`config.mk`:
```
export PLATFORM = sky130hd
export DESIGN_NAME = shape_prep_engine
export DESIGN_NICKNAME = d
export VERILOG_FILES = /design/src/rtl/shape_prep_engine.sv
export SDC_FILE = /design/constraint.sdc
export NUM_CORES = 1
export LEC_CHECK = 0
export ABC_AREA = 1
export BUFFER_PORTS_ARGS = -buffer_cell sky130_fd_sc_hd__buf_2
export CAP_MARGIN = 25
export CORE_AREA = 4 4 118 120
export DETAILED_ROUTE_END_ITERATION = 12
export DIE_AREA = 0 0 122 124
export GPL_ROUTABILITY_DRIVEN = 0
export PLACE_DENSITY = 0.72
export SLEW_MARGIN = 0
export SYNTH_ARGS = -nofsm -noshare
export SYNTH_HDL_FRONTEND = slang
export SYNTH_SLANG_ARGS = --single-unit
```
`constraint.sdc`:
```
create_clock -name clk -period 2.2 [get_ports clk]
set_clock_uncertainty 0.2 [all_clocks]
set_input_delay 0.11 -clock clk [delete_from_list [all_inputs] [get_ports clk]]
set_output_delay 0.11 -clock clk [all_outputs]
set_load 0.05 [all_outputs]
```
`src/rtl/shape_prep_engine.sv`:
```
// Per-frame shape pre-processor: walks the shape table, sends dirty slots through the
// multicycle trig/rotate path and writes sin/cos/ix/iy back. Clean slots are skipped.
`ifndef INT_BITS
`define INT_BITS 12
`endif
`ifndef FLOAT_DCM_BITS
`define FLOAT_DCM_BITS 8
`endif
`ifndef FLOAT_BITS
`define FLOAT_BITS 24
`endif

module shape_prep_engine #(
    parameter int MAXSHP    = 16,
    parameter int INTW      = `INT_BITS,
    parameter int DCMW      = `FLOAT_DCM_BITS,
    parameter int FLTW      = `FLOAT_BITS,
    parameter int TRIG_LAT  = 4,
    parameter bit FULL_MODE = 1'b0,
    localparam int ID_W     = $clog2(MAXSHP)
) (
    input  logic                   clk,
    input  logic                   rst_n,
    input  logic                   start,
    output logic                   busy,
    output logic                   done,
    input  logic                   mark_valid,
    input  logic [ID_W-1:0]        mark_id,
    input  logic                   mark_all,
    output logic [ID_W-1:0]        rd_id,
    input  logic signed [INTW-1:0] rd_angle,
    input  logic [INTW-1:0]        rd_x,
    input  logic [INTW-1:0]        rd_y,
    output logic signed [INTW-1:0] calc_angle,
    output logic signed [FLTW-1:0] calc_x0,
    output logic signed [FLTW-1:0] calc_y0,
    input  logic signed [FLTW-1:0] calc_sin,
    input  logic signed [FLTW-1:0] calc_cos,
    input  logic signed [FLTW-1:0] calc_ix,
    input  logic signed [FLTW-1:0] calc_iy,
    output logic                   wr_en,
    output logic [ID_W-1:0]        wr_id,
    output logic signed [FLTW-1:0] wr_sin,
    output logic signed [FLTW-1:0] wr_cos,
    output logic signed [FLTW-1:0] wr_ix,
    output logic signed [FLTW-1:0] wr_iy,
    output logic [2:0]             dbg_state
);

    localparam int CNT_W = $clog2(TRIG_LAT + 1);

    typedef enum logic [2:0] {
        S_IDLE  = 3'd0,
        S_SCAN  = 3'd1,
        S_LOAD  = 3'd2,
        S_WAIT  = 3'd3,
        S_WRITE = 3'd4,
        S_DONE  = 3'd5
    } state_t;

    state_t            state, state_nxt;
    logic [ID_W-1:0]   cursor;
    logic [CNT_W-1:0]  wait_cnt;
    logic [MAXSHP-1:0] dirty, dirty_nxt;
    logic              slot_dirty, last_slot, wait_over;

    assign slot_dirty = FULL_MODE || dirty[cursor];
    assign last_slot  = (cursor == ID_W'(MAXSHP - 1));
    assign wait_over  = (wait_cnt == CNT_W'(TRIG_LAT - 1));

    // State register
    always_ff @(posedge clk) begin
        if (!rst_n) state <= S_IDLE;
        else        state <= state_nxt;
    end

    // Next-state logic
    always_comb begin
        state_nxt = state;
        case (state)
            S_IDLE:  if (start) state_nxt = S_SCAN;
            S_SCAN:  if (slot_dirty)     state_nxt = S_LOAD;
                     else if (last_slot) state_nxt = S_DONE;
            S_LOAD:  state_nxt = S_WAIT;
            S_WAIT:  if (wait_over) state_nxt = S_WRITE;
            S_WRITE: state_nxt = last_slot ? S_DONE : S_SCAN;
            S_DONE:  state_nxt = S_IDLE;
            default: state_nxt = S_IDLE;
        endcase
    end

    // Outputs; write data is only driven while the strobe is high
    always_comb begin
        busy      = (state != S_IDLE);
        done      = (state == S_DONE);
        wr_en     = (state == S_WRITE);
        wr_id     = cursor;
        rd_id     = cursor;
        dbg_state = state;
        wr_sin    = '0;
        wr_cos    = '0;
        wr_ix     = '0;
        wr_iy     = '0;
        if (state == S_WRITE) begin
            wr_sin = calc_sin;
            wr_cos = calc_cos;
            wr_ix  = calc_ix;
            wr_iy  = calc_iy;
        end
    end

    // A mark landing on the same cycle as the LOAD clear keeps the slot dirty
    always_comb begin
        dirty_nxt = dirty;
        if (state == S_LOAD) dirty_nxt[cursor] = 1'b0;
        if (mark_all)        dirty_nxt = '1;
        else if (mark_valid) dirty_nxt[mark_id] = 1'b1;
    end

    always_ff @(posedge clk) begin
        if (!rst_n) begin
            cursor     <= '0;
            wait_cnt   <= '0;
            dirty      <= '1;
            calc_angle <= '0;
            calc_x0    <= '0;
            calc_y0    <= '0;
        end else begin
            dirty <= dirty_nxt;
            case (state)
                S_IDLE:  if (start) cursor <= '0;
                S_SCAN:  if (!slot_dirty && !last_slot) cursor <= cursor + ID_W'(1);
                S_LOAD: begin
                    calc_angle <= rd_angle;
                    calc_x0    <= FLTW'({rd_x, {DCMW{1'b0}}});
                    calc_y0    <= FLTW'({rd_y, {DCMW{1'b0}}});
                    wait_cnt   <= '0;
                end
                S_WAIT:  if (!wait_over) wait_cnt <= wait_cnt + CNT_W'(1);
                S_WRITE: if (!last_slot) cursor <= cursor + ID_W'(1);
                S_DONE:  cursor <= '0;
                default: cursor <= '0;
            endcase
        end
    end

endmodule

```
# == Word level (Yosys, flattened, before mapping) ==
# Cells that the tools add are included.
# totals
register_bits,62
latch_bits,0
ram_bits,0
rom_bits,0
inputBits,141
out_inout_bits,170
wordCells,68
mem_count,0
# classes
add_sub_neg,2
n_mul,0
div,0
order_cmp,4
n_eq_ne,13
n_shift,0
mux,24
n_bitwise,5
n_reduce_logical,13
# op_table
op,count
$mux W24,4
$mux W16,2
$mux W3,6
$and A16 B16 Y16,1
$not A16 Y16,1
$or A16 B16 Y16,1
$pmux W4 S4,1
$pmux W3 S5,1
$mux W4,3
$lt A4 B5 Y1 const B,2
$ne A2 B2 Y1 const B,5
$eq A3 B2 Y1 const B,3
$demux W1 S4,2
$ge A4 B1 Y1 const B,2
$eq A3 B3 Y1 const B,2
$pmux W3 S2,1
$add A4 B1 Y4 const B,1
$bmux W1 S4,1
$eq A4 B4 Y1 const B,1
$reduce_and A4 Y1,1
$reduce_or A2 Y1,2
$add A3 B1 Y3 const B,1
$eq A3 B1 Y1 const B,1
$logic_and A1 B1 Y1,3
9 further kinds,13

# == Longest topological paths before layout ==
# Gate-level depths: netlist (run 1).
# depth
depth_word,9
mapped_depth,13
ltp_nobuf,13

# == Least setup slack after synthesis (run 1) ==
# Ideal clock, no wire load.
# synth_timing
path_type,reg-to-output
startpoint,register state[2] (netlist: dbg_state[2])
endpoint,output wr_cos[12]
arrival_ps,2512
t_required_ps,1890
path_slack_ps,-622
stages_incl_launch_ff,7
n_path_buf,2
cell_sequence,dfxtp_1 inv_2 nor2_2 inv_2 buf_2 buf_2 nor2_1
# synth_via
elab_chain_cells,2
# synth_rtl
element,line_no,text
"start, declared",61,"state_t state, state_nxt;"
"start signal, assigned",74,else state <= state_nxt;
$eq A3 B3 Y1,--,
named net wr_en,41,"output logic wr_en,"
$mux W24,104,if (state == S_WRITE) begin
"end, declared",44,"output logic signed [FLTW-1:0] wr_cos,"
# The timed path passes the listed nets, and every way through them passes these cells.

# == Worst setup path in the final report (run 1) ==
# layout_timing
startpoint,register state[1] (netlist: dbg_state[1])
endpoint,output wr_cos[5]
# layout_via
elab_chain_cells,2
# layout_rtl
element,line_no
$eq A3 B3 Y1,104
$mux W24,104
# No other way between the ends.

==> results of run 1 <==
final cells by class:
| class | instances | area (sq um) | share of cell area [%] |
|---|---|---|---|
| repair buffers | 352 | 2148 | 32.67 |
| clock inverters | 3 | 42.54 | 0.6469 |
| inverters | 135 | 519.2 | 7.896 |
| multi-input cells | 399 | 2125 | 32.31 |
| repair inverters | 2 | 17.52 | 0.2664 |
| flip-flops and latches | 62 | 1244 | 18.91 |
| well taps | 176 | 220.2 | 3.349 |
| clock buffers | 13 | 260.3 | 3.957 |
per-stage QoR:
step                hold WS, ns  cells  util (%)  setup TNS (ns)  instance area (sq um)
finish                 0.001248   1142     50.67               0                   6576
global route            0.05985   1142     50.67        -0.03309                   6576
CTS                   0.0005431   1136     49.57               0                   6434
detailed placement       0.1357   1074     43.67               0                   5668
global placement         0.1313   1074     43.67               0                   5668
floorplan               0.04495    651         -          -9.305                   4205
per-layer routing:
layer  up-vias  global-route usage, %  part of all wire (%)
li1       2472                      -                     -
met4         0                  3.782                  0.53
met5         -                      0                     0
met3        10                  7.221                    11
met1      2217                  22.02                    38
met2       225                  34.25                    51
sequential cells by signal, summed over array words and instances (netlist names):
register / count
dirty: 16
calc_x0: 12
wait_cnt: 3
rd_id: 4
calc_angle: 12
dbg_state: 3
calc_y0: 12
cell families after synthesis:
group | Yosys count
xor+xnor | 2
fa+ha+maj | 6
other cells | 1
flops | 62
compound gates | 65
simple gates | 302
buf+inv | 190
cells in the mapped netlist, drive strengths merged:
master  number
buf         39
o21ai       39
clkbuf      16
o21bai       1
dfxtp       62
a31oi       18
or2          2
xor2         1
a21oi        7
inv        135
nor3         3
nand2       67
nand3b       1
ha           6
conb         1
nor2       199
nand3       30
xnor2        1
how the worst min path moves through the flow:
stage,endpoint,cells after the start
after floorplan,calc_angle[0]$_SDFFE_PN0P_,2
after global placement,calc_y0[16]$_SDFFE_PN0P_,3
after detailed placement,calc_x0[10]$_SDFFE_PN0P_,3
after CTS,dbg_state[0]$_SDFFE_PN0P_,4
after global routing,dbg_state[0]$_SDFFE_PN0P_,4
final,dbg_state[0]$_SDFFE_PN0P_,4
power by group through the flow:
stage | registers (mW) | logic, mW | clock network, mW
after floorplan | 2.42 | 1.68 | 0
after global placement | 1.57 | 3.31 | 0
after detailed placement | 1.57 | 3.33 | 0
after CTS | 1.56 | 3.40 | 1.45
after global routing | 1.60 | 3.72 | 1.51
final | 1.57 | 3.47 | 1.42
layout by cell type (no fill, tap or decap), types with 2 or more instances in the layout:
cell	count
buf_2	266
inv_1	129
nor2_1	92
nor2_2	87
nand2_1	60
dfxtp_1	60
dlygate4sd3_1	46
o21ai_0	39
nand3_1	30
conb_1	24
nor2_4	20
a31oi_1	18
clkbuf_4	18
buf_4	17
clkbuf_16	9
a21oi_1	7
inv_2	5
nand2_2	5
ha_1	5
nor3_2	2
nand2_4	2
clkbuf_8	2
clkbuf_1	2
inv_6	2
dfxtp_2	2
buf_12	2
worst max-delay path: cells and delay by family (launching register included):
family	cells	cell delay, ns
buffers and inverters	4	0.64
flip-flops	1	0.35
AND/OR/NAND/NOR	3	0.48
timing repair:
item	4_1_cts	5_1_grt
setup buffers	0	4
cloned	0	2
gates resized for setup	1	30
pin swaps	0	1
endpoints found under the setup margin	40	39
hold buffers	46	0
hold endpoints to repair	57	0
==> impl_metrics.json, run 1 <==
{
  "avgSynthCellArea_sq_um": 6.047,
  "grt_pass1_wl_microns": 22590,
  "wire_per_inst_microns": 14.23,
  "grt_max_degree": 41,
  "drtIter0Drc": 171,
  "worst_slack_ns": 0.09184,
  "cp_max_fo": 30,
  "crit_path_end": "wr_cos[5]",
  "synth_compound_area_share_pct": 9.226,
  "cts_buffer_depth": 2,
  "cp_data_required_time_ns": 1.89,
  "fp.coreArea_sq_um": 12980,
  "yosys.area_share.simple_pct": 33.28,
  "grt_pass1_vias": 4487,
  "wl_microns": 16250,
  "synth_seq_cells": 62,
  "worst_setup_path_end_kind": "output port",
  "core.rowCount": 42,
  "synth_top_area_cell": "dfxtp_1",
  "path_clk_slew_ns": 0.05,
  "synthXorXnorAreaFrac_pct": 0.4613,
  "syn_to_final_growth_pct": 73.18,
  "viasPerCell": 4.312,
  "start_util_pct": 29.26,
  "drive_gt1_share_pct": 46.27,
  "pre_cts_ws_ns": 0.2796,
  "htreeDepth": 3,
  "cp.arrival_ns": 1.80,
  "finalMaxSlewViolations": 0,
  "synth_cells": 628,
  "die_height_microns": 124,
  "hold_violations": 0,
  "drt-pass1-iter-count": 5,
  "cts_sinks": 62,
  "overflow": 0,
  "leakagePower_nw": 3.905,
  "period_needed_ns": 2.108,
  "cp_common_cell": "nor2_2",
  "routed-via-count": 4924,
  "antenna_found_initial": 0,
  "nets": 1108,
  "fill_cells": 1241,
  "critPathSlowestCell": "dfxtp_1",
  "r2r_start": "dbg_state[2]$_SDFFE_PN0P_",
  "synthAdderAreaFrac_pct": 1.977,
  "max_freq_mhz": 474.3,
  "finalSetupViolations": 0,
  "fin_crit_sh_pct": 95.83,
  "power.switching_mw": 3.250,
  "path_cells": "nor2_2, inv_2, nor2_4, clkinv_8, buf_16, nor2_2, clkbuf_4",
  "antennaDiodeCount": 0,
  "pwr-share-seq_pct": 24.3,
  "synth_warnings": 0,
  "cp-start-kind": "flip-flop",
  "drc": 0,
  "synth.distinct_cells": 27,
  "reg2reg_to": "dirty[1]$_SDFF_PP1_",
  "pwr-share-comb_pct": 53.7,
  "ant_nets": 0,
  "max_stage_delay_ns": 0.35,
  "r2r_slack_ns": 0.15,
  "power.total_mw": 6.462,
  "peakVddDrop_uv": 784.6,
  "crit_start": "dbg_state[1]$_SDFFE_PN0P_",
  "cts_buffers": 9,
  "ios": 311,
  "min_from": "start",
  "yosysSeqAreaShare_pct": 32.69,
  "syn-cell-area_sq_um": 3797,
  "insertion_delay_ns": 0.33,
  "run_status": "completed",
  "clockRootBuffer": "clkbuf_16",
  "die_w_microns": 122,
  "internal_power_mw": 3.211,
  "maxCapViolCount": 0,
  "ys_top_cells_by_area": "dfxtp_1 33%, nor2_1 19%, inv_1 13%",
  "dieArea_sq_um": 15130,
  "place_hpwl_microns": 11890,
  "crit_type": "reg2out",
  "hold_class": "in2reg",
  "switching_share_pct": 50.30,
  "io_buffers": 286,
  "clock_power_share_pct": 22.0,
  "synth_top_family_by_area": "simple AND/OR/NAND/NOR gates",
  "netlist.area_leader.share_pct": 32.69,
  "grtUsageTotal_pct": 19.18,
  "r2r_cells": 8,
  "cts_tree": "built",
  "power.density_nw_per_um2": 982.6,
  "synth.area.mux_share_pct": 0
}
No activity file was read; power rests on OpenSTA's default activity.
==> inputs of run 2 (changes only) <==
Settings changed: ABC_AREA 1 to not set, PLACE_DENSITY 0.72 to 0.71.
==> run 2 against run 1 <==
Against the previous run: combinational power shrank 70%; final cell count fell by 15%; largest cell class is now multi-input gates; largest power group is now the clock network; flip-flop and latch count did not move; highest routed layer unchanged.
==> impl_metrics.json, run 2 <==
{
  "dieArea_sq_um": 15130,
  "avgSynthCellArea_sq_um": 7.949,
  "hold_class": "reg2reg",
  "max_freq_mhz": 471.6,
  "worst_setup_path_end_kind": "flip-flop",
  "crit_type": "reg2reg",
  "largest_register_ffs": 16,
  "grtUsageTotal_pct": 18.20,
  "finalMaxSlewViolations": 0,
  "synth_edf_count": 0,
  "cts_buffers": 9,
  "htreeDepth": 3,
  "r2r_slack_ns": 0.08,
  "wire_per_inst_microns": 15.66,
  "hold_violations": 0,
  "final_area_sq_um": 6231,
  "place_area_sq_um": 5358,
  "place_hpwl_microns": 11450,
  "crit_start": "rd_id[0]$_SDFFE_PN0P_",
  "finalSetupViolations": 0,
  "fin_crit_sh_pct": 96.39,
  "routed-via-count": 4249,
  "grt_max_degree": 96,
  "maxCapViolCount": 0,
  "start_util_pct": 28.42,
  "wl_microns": 15210,
  "syn-cell-area_sq_um": 3689,
  "ant_nets": 0,
  "reg2reg_to": "rd_id[1]$_SDFFE_PN0P_",
  "cts_sinks": 62,
  "drt-pass1-iter-count": 5,
  "viasPerCell": 4.376,
  "cp-start-kind": "flip-flop",
  "drtIter0Drc": 233,
  "cp.arrival_ns": 2.16,
  "synthTopCellsByCount": "98 x and2_1, 89 x nand2_1, 62 x dfxtp_1, 36 x a21boi_0, 30 x buf_4",
  "overflow": 0,
  "syn_to_final_growth_pct": 68.93,
  "path_clk_slew_ns": 0.06,
  "period_needed_ns": 2.120,
  "final_common_cell": "buf_2",
  "fp.coreArea_sq_um": 12980,
  "drc": 0,
  "r2r_cells": 5,
  "ys_top_cells_by_area": "dfxtp_1 34%, and2_1 17%, nand2_1 9.1%",
  "yosys.cell_count.top_type": "and2_1",
  "run_status": "completed",
  "grt_pass1_vias": 3873,
  "drive_gt1_share_pct": 46.92,
  "cts_buffer_depth": 2,
  "ys.flop_type": "dfxtp_1",
  "power.total_mw": 3.677,
  "mostFrequentLayoutCells": "272 x buf_2, 89 x nand2_1, 59 x and2_1",
  "core.rowCount": 42,
  "synthArstFlopShare_pct": 0,
  "fin_cells": 971,
  "whs_ns": 0.2561,
  "insertion_delay_ns": 0.33,
  "dp.cells": 902,
  "largest_register": "dirty",
  "leakagePower_nw": 3.116,
  "ios": 311,
  "yosysSeqAreaShare_pct": 33.65,
  "antenna_found_initial": 3,
  "grt_pass1_wl_microns": 21210,
  "min_from": "calc_x0[13]$_SDFFE_PN0P_",
  "antennaDiodeCount": 0,
  "io_buffers": 286,
  "cp_max_fo": 6,
  "clockRootBuffer": "clkbuf_16",
  "cp_data_required_time_ns": 2.24,
  "synth_warnings": 0,
  "nets": 937,
  "r2r_start": "rd_id[0]$_SDFFE_PN0P_",
  "die_height_microns": 124,
  "synth.distinct_cells": 44,
  "netlist.area_leader.share_pct": 33.65,
  "die_w_microns": 122,
  "cts_tree": "built",
  "crit_path_end": "rd_id[1]$_SDFFE_PN0P_",
  "synth_top_area_cell": "dfxtp_1",
  "peakVddDrop_uv": 405.7,
  "synth_cells": 464,
  "power.density_nw_per_um2": 590.2,
  "synth_seq_cells": 62
}
-- run 2: cell types whose count changed in the layout (fill, tap and decap cells not counted), sizes merged, moves of 11 or more --
cell / delta
clkbuf: -11
nor2: -194
nand3: -23
inv: -125
a31oi: -14
o21ai: -19
nand2: +22
a21boi: +36
and2: +98
-- run 2: kinds of logic (layout without fill, tap and decap cells) --
kind of cell	after synthesis	count (layout)	share of synthesized area [%]
other	1	24	0.1017
and+or+nand+nor	219	219	31.04
muxes	7	7	3.121
DFF	62	62	33.65
AOI/OAI and AO/OA	99	99	19.50
adders and majority gates	6	6	2.035
buffers and inverters	70	378	10.55
-- run 2: routing by layer --
| metal | wire [microns] | vias to the layer above | part of all wire (%) | track usage, % |
|---|---|---|---|---|
| met3 | 1419 | 26 | 9.3 | 6.540 |
| met1 | 6367 | 1877 | 42 | 23.77 |
| met5 | 0 | - | 0 | 0 |
| met2 | 7083 | 198 | 47 | 27.69 |
| li1 | - | 2148 | - | - |
| met4 | 339 | 0 | 2.2 | 6.583 |
-- run 2: where the power goes --
part / switching [mW] / internal (mW)
Combinational: 0.677 / 0.351
Clock: 0.530 / 0.885
Sequential: 0.0516 / 1.18
-- run 2: metrics by stage --
step | worst slack, ns | utilization [%] | setup TNS [ns]
after floorplan | -0.03418 | - | -0.07682
after global placement | 0.1077 | 41.28 | 0
after detailed placement | 0.06845 | 41.28 | 0
after CTS | 0.01225 | 47.36 | 0
after global routing | -0.02153 | 48.00 | -0.5935
final | 0.07952 | 48.00 | 0
-- run 2: worst max-delay path, cell delays in order, from the launching register on --
cell and delay [ns]:
dfxtp_4 0.39, mux4_2 0.54, o32a_4 0.38, a2bb2oi_2 0.15, o21a_4 0.14, o31ai_1 0.22
-- run 2: how the worst min path moves through the flow --
stage                             endpoint  slack (ns)  depth (start not counted)
4_1_cts            calc_y0[9]$_SDFFE_PN0P_        0.26                          2
2_1_floorplan         dirty[14]$_SDFF_PP1_        0.03                          2
5_1_grt           calc_x0[13]$_SDFFE_PN0P_        0.27                          2
6_report          calc_x0[13]$_SDFFE_PN0P_        0.26                          2
3_5_place_dp   calc_angle[11]$_SDFFE_PN0P_        0.17                          3
3_3_place_gp    calc_angle[2]$_SDFFE_PN0P_        0.16                          3
-- run 2: repair_timing --
item	CTS	global route
endpoints found under the hold margin	55	0
hold buffers	49	0
resized for setup	0	15
setup buffers	0	3
setup endpoints to repair	0	94
-- run 2: area by class of cell --
cell class	count	area, sq um
Clock buffer	10	229.0
Clock inverter	6	70.07
Fill cell	1270	6749
Inverter	9	33.78
Multi-Input combinational cell	355	2221
Sequential cell	62	1252
Tap cell	176	220.2
Timing Repair Buffer	353	2205
